`src/rtl/mem_port_arbiter_pkg.sv`:
```
// mem_port_arbiter_pkg: shared encodings, state type and alignment helper for the memory port arbiter
package mem_port_arbiter_pkg;
  typedef enum logic [1:0] {IDLE, IF_WAIT, LS_WAIT, RESP} state_t;
  localparam logic [6:0] OPC_OP_IMM = 7'b0010011;
  localparam logic [31:0] NOP = {25'b0, OPC_OP_IMM};
  localparam logic [2:0] LD_LW = 3'd1;
  localparam logic [2:0] LD_LB = 3'd2;
  localparam logic [2:0] LD_LH = 3'd3;
  localparam logic [2:0] LD_LBU = 3'd4;
  localparam logic [2:0] LD_LHU = 3'd5;
  localparam logic [1:0] SZ_NONE = 2'd0;
  localparam logic [1:0] SZ_BYTE = 2'd1;
  localparam logic [1:0] SZ_HALF = 2'd2;
  localparam logic [1:0] SZ_WORD = 2'd3;
  // loads take their access width from the load type, stores from the size field
  function automatic logic misaligned(input logic we, input logic [1:0] size, input logic [2:0] ld_type,
                                      input logic [1:0] off);
    logic [1:0] sz;
    sz = we ? size :
         (ld_type == LD_LB || ld_type == LD_LBU) ? SZ_BYTE :
         (ld_type == LD_LH || ld_type == LD_LHU) ? SZ_HALF : SZ_WORD;
    return (sz == SZ_HALF && off[0]) || (sz == SZ_WORD && off != 2'b00) || (we && size == SZ_NONE);
  endfunction
endpackage

```
`src/rtl/mem_port_arbiter_if.sv`:
```
// mem_port_arbiter_if: fetch, load/store and memory-side signals of the shared memory port
interface mem_port_arbiter_if #(
  parameter int ADDR_W = 32
);
  logic              if_req;
  logic [ADDR_W-1:0] if_addr;
  logic              if_rvalid;
  logic [31:0]       if_rdata;
  logic              ls_req;
  logic              ls_we;
  logic [1:0]        ls_size;
  logic [2:0]        ls_ld_type;
  logic [ADDR_W-1:0] ls_addr;
  logic [31:0]       ls_wdata;
  logic              ls_done;
  logic              ls_err;
  logic [31:0]       ls_rdata;
  logic              mem_req;
  logic              mem_we;
  logic [3:0]        mem_be;
  logic [ADDR_W-1:0] mem_addr;
  logic [31:0]       mem_wdata;
  logic              mem_ready;
  logic [31:0]       mem_rdata;
  logic              stall;
  modport slave (
    input  if_req, if_addr, ls_req, ls_we, ls_size, ls_ld_type, ls_addr, ls_wdata, mem_ready, mem_rdata,
    output if_rvalid, if_rdata, ls_done, ls_err, ls_rdata, mem_req, mem_we, mem_be, mem_addr, mem_wdata, stall
  );
  modport master (
    output if_req, if_addr, ls_req, ls_we, ls_size, ls_ld_type, ls_addr, ls_wdata, mem_ready, mem_rdata,
    input  if_rvalid, if_rdata, ls_done, ls_err, ls_rdata, mem_req, mem_we, mem_be, mem_addr, mem_wdata, stall
  );
endinterface

```
`src/rtl/mem_port_arbiter_ls_lane_align.sv`:
```
// ls_lane_align: store byte enables / lane replication and load lane extraction with extension
module ls_lane_align
  import mem_port_arbiter_pkg::*;
(
  input  logic [1:0]  size,
  input  logic [1:0]  st_off,
  input  logic [31:0] st_data,
  input  logic [2:0]  ld_type,
  input  logic [1:0]  ld_off,
  input  logic [31:0] ld_data,
  output logic [3:0]  be,
  output logic [31:0] wdata,
  output logic [31:0] rdata
);
  logic [31:0] sh;
  logic [7:0]  b;
  logic [15:0] h;
  always_comb begin
    be = size == SZ_BYTE ? 4'b0001 << st_off :
         size == SZ_HALF ? 4'b0011 << {st_off[1], 1'b0} : 4'b1111;
    wdata = size == SZ_BYTE ? {4{st_data[7:0]}} :
            size == SZ_HALF ? {2{st_data[15:0]}} : st_data;
    sh = ld_data >> {ld_off, 3'b000};
    b = sh[7:0];
    h = sh[15:0];
    rdata = ld_type == LD_LW  ? ld_data :
            ld_type == LD_LB  ? {{24{b[7]}}, b} :
            ld_type == LD_LH  ? {{16{h[15]}}, h} :
            ld_type == LD_LBU ? {24'b0, b} :
            ld_type == LD_LHU ? {16'b0, h} : ld_data;
  end
endmodule

```
`src/rtl/mem_port_arbiter.sv`:
```
// mem_port_arbiter: sequences the shared memory port between fetch and load/store with
// starvation control, alignment checks, timeout abort and core stall
module mem_port_arbiter
  import mem_port_arbiter_pkg::*;
#(
  parameter int ADDR_W = 32,
  parameter int DATA_W = 32,
  parameter int TIMEOUT = 15,
  parameter int STARVE_MAX = 4
) (
  input logic clk,
  input logic rst_n,
  mem_port_arbiter_if.slave bus
);
  localparam int TW = $clog2(TIMEOUT + 1);
  localparam int SW = $clog2(STARVE_MAX + 1);
  state_t            state;
  logic [TW-1:0]     tcnt;
  logic [SW-1:0]     starve_cnt;
  logic              ld_we;
  logic [2:0]        ld_type;
  logic [1:0]        ld_off;
  logic [3:0]        st_be;
  logic [DATA_W-1:0] st_wdata;
  logic [DATA_W-1:0] ld_ext;
  logic              grant_ls;
  logic              grant_if;
  logic              mis;
  always_comb begin
    grant_ls = bus.ls_req && (starve_cnt < SW'(STARVE_MAX) || !bus.if_req);
    grant_if = bus.if_req && !grant_ls;
    mis = misaligned(bus.ls_we, bus.ls_size, bus.ls_ld_type, bus.ls_addr[1:0]);
  end
  assign bus.stall = (bus.ls_req & ~bus.ls_done) | (bus.if_req & ~bus.if_rvalid);
  ls_lane_align u_align (
    .size    (bus.ls_size),
    .st_off  (bus.ls_addr[1:0]),
    .st_data (bus.ls_wdata),
    .ld_type (ld_type),
    .ld_off  (ld_off),
    .ld_data (bus.mem_rdata),
    .be      (st_be),
    .wdata   (st_wdata),
    .rdata   (ld_ext)
  );
  always_ff @(posedge clk) begin
    if (!rst_n) begin
      state <= IDLE;
      tcnt <= '0;
      starve_cnt <= '0;
      ld_we <= 1'b0;
      ld_type <= '0;
      ld_off <= '0;
      bus.if_rvalid <= 1'b0;
      bus.if_rdata <= '0;
      bus.ls_done <= 1'b0;
      bus.ls_err <= 1'b0;
      bus.ls_rdata <= '0;
      bus.mem_req <= 1'b0;
      bus.mem_we <= 1'b0;
      bus.mem_be <= '0;
      bus.mem_addr <= '0;
      bus.mem_wdata <= '0;
    end else begin
      case (state)
        IDLE: begin
          if (grant_ls) begin
            starve_cnt <= bus.if_req ? starve_cnt + SW'(1) : starve_cnt;
            ld_we <= bus.ls_we;
            ld_type <= bus.ls_ld_type;
            ld_off <= bus.ls_addr[1:0];
            if (mis) begin
              state <= RESP;
              bus.ls_done <= 1'b1;
              bus.ls_err <= 1'b1;
            end else begin
              state <= LS_WAIT;
              bus.mem_req <= 1'b1;
              bus.mem_we <= bus.ls_we;
              bus.mem_be <= bus.ls_we ? st_be : 4'b1111;
              bus.mem_addr <= bus.ls_addr & ~ADDR_W'(3);
              bus.mem_wdata <= bus.ls_we ? st_wdata : '0;
            end
          end else if (grant_if) begin
            starve_cnt <= '0;
            state <= IF_WAIT;
            bus.mem_req <= 1'b1;
            bus.mem_we <= 1'b0;
            bus.mem_be <= 4'b1111;
            bus.mem_addr <= bus.if_addr & ~ADDR_W'(3);
            bus.mem_wdata <= '0;
          end
        end
        IF_WAIT, LS_WAIT: begin
          if (bus.mem_ready || tcnt == TW'(TIMEOUT - 1)) begin
            state <= RESP;
            tcnt <= '0;
            bus.mem_req <= 1'b0;
            bus.mem_we <= 1'b0;
            if (state == LS_WAIT) begin
              bus.ls_done <= 1'b1;
              bus.ls_err <= !bus.mem_ready;
              bus.ls_rdata <= (bus.mem_ready && !ld_we) ? ld_ext : '0;
            end else begin
              bus.if_rvalid <= 1'b1;
              bus.if_rdata <= bus.mem_ready ? bus.mem_rdata : NOP;
            end
          end else begin
            tcnt <= tcnt + TW'(1);
          end
        end
        default: begin
          state <= IDLE;
          bus.if_rvalid <= 1'b0;
          bus.if_rdata <= '0;
          bus.ls_done <= 1'b0;
          bus.ls_err <= 1'b0;
          bus.ls_rdata <= '0;
        end
      endcase
    end
  end
endmodule

```
`src/flat_wrapper.sv`:
```
// flat-port wrapper written by rule: the top's interface ports become plain ports
module mem_port_arbiter_flat import mem_port_arbiter_pkg::*;
#(
  parameter int ADDR_W = 32,
  parameter int DATA_W = 32,
  parameter int TIMEOUT = 15,
  parameter int STARVE_MAX = 4
)
  (clk, rst_n, bus_if_req, bus_if_addr, bus_ls_req, bus_ls_we, bus_ls_size, bus_ls_ld_type, bus_ls_addr, bus_ls_wdata, bus_mem_ready, bus_mem_rdata, bus_if_rvalid, bus_if_rdata, bus_ls_done, bus_ls_err, bus_ls_rdata, bus_mem_req, bus_mem_we, bus_mem_be, bus_mem_addr, bus_mem_wdata, bus_stall);
  mem_port_arbiter_if #(.ADDR_W(ADDR_W)) bus_i ();
  input logic clk;
  input logic rst_n;
  input wire logic [$bits(bus_i.if_req)-1:0] bus_if_req;
  input wire logic [$bits(bus_i.if_addr)-1:0] bus_if_addr;
  input wire logic [$bits(bus_i.ls_req)-1:0] bus_ls_req;
  input wire logic [$bits(bus_i.ls_we)-1:0] bus_ls_we;
  input wire logic [$bits(bus_i.ls_size)-1:0] bus_ls_size;
  input wire logic [$bits(bus_i.ls_ld_type)-1:0] bus_ls_ld_type;
  input wire logic [$bits(bus_i.ls_addr)-1:0] bus_ls_addr;
  input wire logic [$bits(bus_i.ls_wdata)-1:0] bus_ls_wdata;
  input wire logic [$bits(bus_i.mem_ready)-1:0] bus_mem_ready;
  input wire logic [$bits(bus_i.mem_rdata)-1:0] bus_mem_rdata;
  output wire logic [$bits(bus_i.if_rvalid)-1:0] bus_if_rvalid;
  output wire logic [$bits(bus_i.if_rdata)-1:0] bus_if_rdata;
  output wire logic [$bits(bus_i.ls_done)-1:0] bus_ls_done;
  output wire logic [$bits(bus_i.ls_err)-1:0] bus_ls_err;
  output wire logic [$bits(bus_i.ls_rdata)-1:0] bus_ls_rdata;
  output wire logic [$bits(bus_i.mem_req)-1:0] bus_mem_req;
  output wire logic [$bits(bus_i.mem_we)-1:0] bus_mem_we;
  output wire logic [$bits(bus_i.mem_be)-1:0] bus_mem_be;
  output wire logic [$bits(bus_i.mem_addr)-1:0] bus_mem_addr;
  output wire logic [$bits(bus_i.mem_wdata)-1:0] bus_mem_wdata;
  output wire logic [$bits(bus_i.stall)-1:0] bus_stall;
  assign bus_i.if_req = bus_if_req;
  assign bus_i.if_addr = bus_if_addr;
  assign bus_i.ls_req = bus_ls_req;
  assign bus_i.ls_we = bus_ls_we;
  assign bus_i.ls_size = bus_ls_size;
  assign bus_i.ls_ld_type = bus_ls_ld_type;
  assign bus_i.ls_addr = bus_ls_addr;
  assign bus_i.ls_wdata = bus_ls_wdata;
  assign bus_i.mem_ready = bus_mem_ready;
  assign bus_i.mem_rdata = bus_mem_rdata;
  assign bus_if_rvalid = bus_i.if_rvalid;
  assign bus_if_rdata = bus_i.if_rdata;
  assign bus_ls_done = bus_i.ls_done;
  assign bus_ls_err = bus_i.ls_err;
  assign bus_ls_rdata = bus_i.ls_rdata;
  assign bus_mem_req = bus_i.mem_req;
  assign bus_mem_we = bus_i.mem_we;
  assign bus_mem_be = bus_i.mem_be;
  assign bus_mem_addr = bus_i.mem_addr;
  assign bus_mem_wdata = bus_i.mem_wdata;
  assign bus_stall = bus_i.stall;
  mem_port_arbiter #(.ADDR_W(ADDR_W), .DATA_W(DATA_W), .TIMEOUT(TIMEOUT), .STARVE_MAX(STARVE_MAX)) u_core (.clk(clk), .rst_n(rst_n), .bus(bus_i));
endmodule
```
`config.mk`:
```
export PLATFORM = sky130hd
export DESIGN_NAME = mem_port_arbiter_flat
export DESIGN_NICKNAME = d
export VERILOG_FILES = /design/src/rtl/mem_port_arbiter_pkg.sv /design/src/rtl/mem_port_arbiter_if.sv /design/src/rtl/mem_port_arbiter_ls_lane_align.sv /design/src/rtl/mem_port_arbiter.sv /design/src/flat_wrapper.sv
export SDC_FILE = /design/constraint.sdc
export NUM_CORES = 1
export LEC_CHECK = 0
export CORE_AREA = 2 2 129 226
export DETAILED_ROUTE_END_ITERATION = 8
export DIE_AREA = 0 0 131 228
export GPL_ROUTABILITY_DRIVEN = 0
export SLEW_MARGIN = 10
export SYNTH_ARGS = -nofsm -noshare
export SYNTH_HDL_FRONTEND = slang
export SYNTH_SLANG_ARGS = --single-unit
```
`constraint.sdc`:
```
create_clock -name clk -period 2.6 [get_ports clk]
set_input_delay 0.52 -clock clk [delete_from_list [all_inputs] [get_ports clk]]
set_output_delay 0.52 -clock clk [all_outputs]
set_load 0.02 [all_outputs]
```
; Word-level counts from Yosys, hierarchy flattened
; Cells that the tools add are included.
[totals]
ff_bits = 152
output_inout_bits = 138
inputBits = 139
word_cells = 143
[op_classes]
shift = 3
bitwise = 6
n_eq_ne = 25
n_lt_le_gt_ge = 1
muxes = 60
addsub = 2
n_reduce_logical = 30
[op_table]
columns = operator, n
row1 = 32-bit two-way mux, 20
row2 = 32-bit one-hot mux with 2 select lines, 2
row3 = 32-bit by 5-bit >> shifter with 16-bit output, 1
row4 = 4-bit two-way mux, 7
row5 = 1-bit two-way mux, 17
row6 = 3-bit by 2-bit == test with 1-bit output (second input constant), 4
row7 = 3-bit == test (second input constant), 4
row8 = 3-bit AND reduction, 4
row9 = 2-bit two-way mux, 5
row10 = 1-bit one-hot mux with 2 select lines, 5
row11 = 3-bit two-way mux, 3
row12 = 2-bit == test (second input constant), 4
row13 = 2-bit by 1-bit inequality test with 1-bit output (second input constant), 4
row14 = 4-bit AND reduction, 2
row15 = 1-bit logical AND, 6
row16 = 1-bit logical OR, 6
row17 = 2-bit inequality test (second input constant), 3
row18 = 2-bit nonzero test, 3
row19 = 4-bit by 1-bit adder with 4-bit output (second input constant), 1
row20 = 2-bit by 1-bit == test with 1-bit output (second input constant), 2
row21 = 4-bit == test (second input constant), 1
row22 = 1-bit zero test, 4
row23 = 2-bit zero test, 2
row24 = 2-bit one-hot mux with 2 select lines, 1
row25 = 12 further kinds, 16

; Logic depth before layout (Yosys ltp)
[logic_depth]
ltp_word = 12
mapped_depth = 10
depth_no_buf = 7

; Cells and area by module
; From an unflattened synthesis, not the netlist that was laid out.
[unflattened]
cells_unflattened = 943
area_unflattened_um2 = 7845.0
[modules_own_cells]
columns = mod, seq_area_each_um2, cells_per_inst, n_inst, area_per_inst_um2
row1 = mem_port_arbiter, 3002.9, 727, 1, 6434.9
row2 = ls_lane_align, 0.0, 216, 1, 1410.1

; Worst setup path after synthesis
; No wires, ideal clock.
[synth_path]
path_type = reg2reg
start = register u_core.state[0]
end = register u_core.bus.ls_rdata[21]
stages_incl_launch_ff = 11
setup_time_ps = 59
path_slack_ps = 458
path_buffers = 3
period_less_slack_ps = 2142
arrival_time_ps = 2083
required_ps = 2541
path_cell_list = dfxtp_1 > inv_1 > ha_1 > clkbuf_2 > nand2_1 > nor4_4 > and2_1 > clkbuf_2 > nand4_2 > buf_2 > nand2_1
[synth_between]
elab_chain_len = 4
word_cells_on_any_way = 9
classes_between = eq/ne (4) / mux (1) / bitwise (1) / reduce/logical (3)
[synth_rtl]
columns = element, line_no
row1 = "start, declared", mem_port_arbiter.sv:17  ; state_t state;
row2 = "start signal, assigned", mem_port_arbiter.sv:48  ; state <= IDLE;
row3 = "start signal, assigned", mem_port_arbiter.sv:73  ; state <= RESP;
row4 = "start signal, assigned", mem_port_arbiter.sv:77  ; state <= LS_WAIT;
row5 = 2-bit by 1-bit == test with 1-bit output or 2-bit == test (tied branches), "mem_port_arbiter.sv:65, mem_port_arbiter.sv:100"
row6 = 2-bit OR reduction, mem_port_arbiter.sv:65  ; case (state)
row7 = 2-bit by 1-bit inequality test with 1-bit output (no source line), -
row8 = 3-bit AND reduction (no source line), -
row9 = "end signal, assigned", mem_port_arbiter.sv:103  ; bus.ls_rdata <= (bus.mem_ready && !ld_we) ? ld_ext : '0;
row10 = "end, declared", mem_port_arbiter_if.sv:28  ; output if_rvalid, if_rdata, ls_done, ls_err, ls_rdata, mem_req, mem_we, mem_be, mem_addr, mem_wdata, stall
; Several ways; a longest one is shown, not always the timed one.
; A chain may end at the register's enable or synchronous reset.

; Worst setup path after layout
[layout_path]
start = input bus_ls_we
end = register u_core.bus.mem_be[1]
[layout_between]
elab_chain_len = 7
word_cells_on_any_way = 13
classes_between = eq/ne (3) / mux (4) / reduce/logical (6)
[layout_rtl]
columns = element, line_no
row1 = "start, declared", flat_wrapper.sv:16  ; input wire logic [$bits(bus_i.ls_we)-1:0] bus_ls_we;
row2 = 2-bit two-way mux, mem_port_arbiter_pkg.sv:19  ; sz = we ? size :
row3 = 2-bit == test, mem_port_arbiter_pkg.sv:22  ; return (sz == SZ_HALF && off[0]) || (sz == SZ_WORD && off != 2'b00) || (we && size == SZ_NONE);
row4 = 1-bit logical AND, mem_port_arbiter_pkg.sv:22
row5 = 1-bit logical OR (2 in series), mem_port_arbiter_pkg.sv:22
row6 = 2-bit inequality test (no source line), -
row7 = 3-bit AND reduction (no source line), -
row8 = "end signal, assigned", mem_port_arbiter.sv:80  ; bus.mem_be <= bus.ls_we ? st_be : 4'b1111;
row9 = "end, declared", mem_port_arbiter_if.sv:28
; Several ways; a longest one is shown, not always the timed one. The select of a mux whose other input is x is not followed.

==> impl_metrics.env <==
export IMPL_outcome="complete, no violations"
export IMPL_endpoint="u_core.bus.mem_be[1]"
export IMPL_path_clk_slew_ps=70
export IMPL_nNetsFinal=1254
export IMPL_ant_nets=0
export IMPL_drive_gt1_frac=0.135
export IMPL_first_pass_iters=5
export IMPL_synth_edf_count=0
export IMPL_tns_ps=0
export IMPL_r2r_start="u_core.state[0]"
export IMPL_vias=7111
export IMPL_wl_um=27000
export IMPL_ys_types=54
export IMPL_place_area_um2=10800
export IMPL_slew_violations=0
export IMPL_synth_ff_type="dfxtp_1"
export IMPL_synth_area_um2=7480
export IMPL_antenna_found_initial=1
export IMPL_r2r_cells=5
export IMPL_grt_pass1_vias=7212
export IMPL_peakVddDrop_mv=0.566
export IMPL_grt_overflow=0
export IMPL_cp_slowest_cell="nor2_1"
export IMPL_boundaryPins=277
export IMPL_start_kind="input pin"
export IMPL_placementRows=82
export IMPL_reg2reg_to="u_core.bus.mem_be[1]"
export IMPL_post_cts_setup_buffers=0
export IMPL_cts_hold_buf=0
export IMPL_area_growth_syn_to_layout_pct=52.5
export IMPL_critPathKind="in -> reg"
export IMPL_yosysWarnings=0
export IMPL_powerDensity_nw_per_um2=786
export IMPL_synth_most_common_cell="nand2_1"
export IMPL_synthCells=839
export IMPL_synth_top_area_frac=0.401
export IMPL_p_total_w=0.00897
export IMPL_synth_area_leader_cell="dfxtp_1"
export IMPL_hold_ws_ps=445
export IMPL_p_leak_nw=4.21
export IMPL_cts_tree="built"
export IMPL_die_y_um=228
export IMPL_fin_area_um2=11400
export IMPL_critPathArrivalTime_ps=2610
export IMPL_numCtsBuffers=17
export IMPL_core_um2=28200
export IMPL_portBuffers=272
export IMPL_initial_core_util=0.265
export IMPL_drc_errors=0
export IMPL_cts_htree_levels=4
export IMPL_tightest_slew_ps=901
export IMPL_slowest_delay_ps=700
export IMPL_r2r_slack_ps=400
export IMPL_grt_pass1_wl_um=41400
export IMPL_synth_seq_area_share=0.401
export IMPL_cts_root_buffer_cell="clkbuf_16"
export IMPL_crit_fanout=12
export IMPL_grt_max_degree=55
export IMPL_hold_violations=0
export IMPL_cap_violations=0
export IMPL_setup_viol=0
export IMPL_synth_seq_cells=150
export IMPL_cts_sinks=150
export IMPL_wl_per_cell_um=18.0
export IMPL_ys_top_cells_by_count="161 x nand2_1, 150 x dfxtp_1, 55 x mux2_2, 50 x mux2i_1, 45 x a22oi_1"
export IMPL_ctsResizeCount=0
export IMPL_clock_skew_ps=8.27
export IMPL_finish_utilization=0.404
export IMPL_crit_chain="clkdlybuf4s50_1 -> or3b_1 -> o221ai_2 -> nor3_4 -> nor2_1 -> o221a_2"
export IMPL_hold_class="reg -> reg"
export IMPL_syn_area_per_cell_um2=8.91
export IMPL_clkLatencyLatePin_ps=450
export IMPL_crit_path_end_kind="flip-flop"
export IMPL_die_area_um2=29900
export IMPL_grt_usage=0.183
export IMPL_period_share=0.853
export IMPL_async_flop_share=0
export IMPL_max_slew_margin_rel=0.397
export IMPL_rsz0062_at_grt="no"
export IMPL_drtIter0Drc=334
export IMPL_synth_area_leaders="dfxtp_1 40%, mux2_2 8.3%, nand2_1 8.1%, mux2i_1 6.7%, a22oi_1 4.5%"
export IMPL_hpwl_um=20400
export IMPL_fp_dieW_um=131
export IMPL_crit_required_ps=2990
export IMPL_fmax_ghz=0.451
export IMPL_period_minus_slack_ps=2220
export IMPL_ctsLongestPathBuffers=2
export IMPL_crit_start="bus_ls_we"
export IMPL_fill_cells=2863
export IMPL_vias_per_cell=4.74
## area by class of cell
| class | instances | area (um^2) | area share |
|---|---|---|---|
| antenna | 1 | 2.50 | 0.000219 |
| clock buffer | 18 | 439 | 0.0385 |
| clock inverter | 14 | 199 | 0.0174 |
| inverter | 12 | 45.0 | 0.00395 |
| multi-input combinational | 606 | 4120 | 0.361 |
| sequential | 150 | 3000 | 0.263 |
| tap | 378 | 473 | 0.0415 |
| timing repair buffer | 320 | 3130 | 0.274 |
## layer usage
metal	routed length, um	global-route usage
met3	1200	0.0382
met1	9880	0.189
met2	15100	0.343
met4	859	0.0824
met5	0	0
## registers in the layout, indices dropped and copies added (netlist names), 2 cells and up
name	flops
u_core.bus.if_rdata	32
u_core.bus.ls_rdata	32
u_core.bus.mem_addr	30
u_core.bus.mem_be	4
u_core.bus.mem_wdata	32
u_core.ld_off	2
u_core.ld_type	3
u_core.starve_cnt	3
u_core.state	2
u_core.tcnt	4
## worst max-delay path, delay by kind of cell
kind | cells | cell delay (ps)
buffers and inverters | 1 | 480
AND/OR/NAND/NOR | 3 | 1150
AO/OA/AOI/OAI | 2 | 450
## power breakdown
part	switching, W	total (W)	internal [W]
Clock	0.00107	0.00271	0.00164
Sequential	0.000246	0.00290	0.00265
Combinational	0.00185	0.00336	0.00151
Total	0.00317	0.00897	0.00581
## worst min-delay path by stage
stage | start | end | slack (ps) | cells past startpoint
3_3_place_gp | u_core.bus.ls_rdata[15] | u_core.bus.ls_rdata[15] | 430 | 2
3_5_place_dp | u_core.bus.ls_rdata[0] | u_core.bus.ls_rdata[0] | 440 | 2
6_report | u_core.bus.ls_rdata[15] | u_core.bus.ls_rdata[15] | 450 | 2
2_1_floorplan | u_core.starve_cnt[1] | u_core.starve_cnt[1] | 440 | 2
5_1_grt | u_core.bus.ls_rdata[0] | u_core.bus.ls_rdata[0] | 470 | 2
4_1_cts | u_core.bus.ls_rdata[15] | u_core.bus.ls_rdata[15] | 450 | 2
## metrics by stage
stage | instances | setup slack, ps
6_report | 1499 | 383
5_1_grt | 1499 | 186
4_1_cts | 1498 | 357
3_5_place_dp | 1466 | -117
3_3_place_gp | 1466 | -127
2_1_floorplan | 840 | 458
## cells in the final DEF (no fill, tap or decap), types with 3 or more instances in the layout
cell	netlist	routed
mux2_2	55	55
inv_1	10	10
buf_12	0	4
o22a_1	7	7
nand3_1	4	4
nand4_1	4	4
o21ai_0	38	38
bufinv_16	0	4
maj3_1	7	7
a31oi_1	3	3
a22oi_1	45	45
a21oi_1	19	19
nor3_1	5	5
nor3b_1	4	4
mux2i_1	50	50
buf_4	3	46
clkbuf_16	0	17
clkdlybuf4s50_1	0	270
o21a_1	10	10
o221ai_1	7	7
a21boi_0	20	20
inv_6	0	3
o22ai_1	9	9
nor2b_1	43	43
dfxtp_1	150	150
o21ai_1	13	13
nor2_1	11	11
and2_1	6	6
nand2_1	161	161
o221a_2	4	4
o211ai_1	42	42
ha_1	8	8
clkinv_4	0	4
and3_1	3	3
## cells by family (layout without fill, tap and decap cells)
logic type | count (synthesis) | count (layout) | share of synthesized area
DFF | 150 | 150 | 0.401
adders and majority gates | 15 | 15 | 0.0228
AOI/OAI and AO/OA | 225 | 225 | 0.208
other | 1 | 3 | 0.000501
xor gates and xnor gates | 3 | 3 | 0.00351
buffers and inverters | 84 | 364 | 0.0510
muxes | 106 | 106 | 0.153
and+or+nand+nor | 255 | 255 | 0.160
No activity file was read; power rests on OpenSTA's default activity.
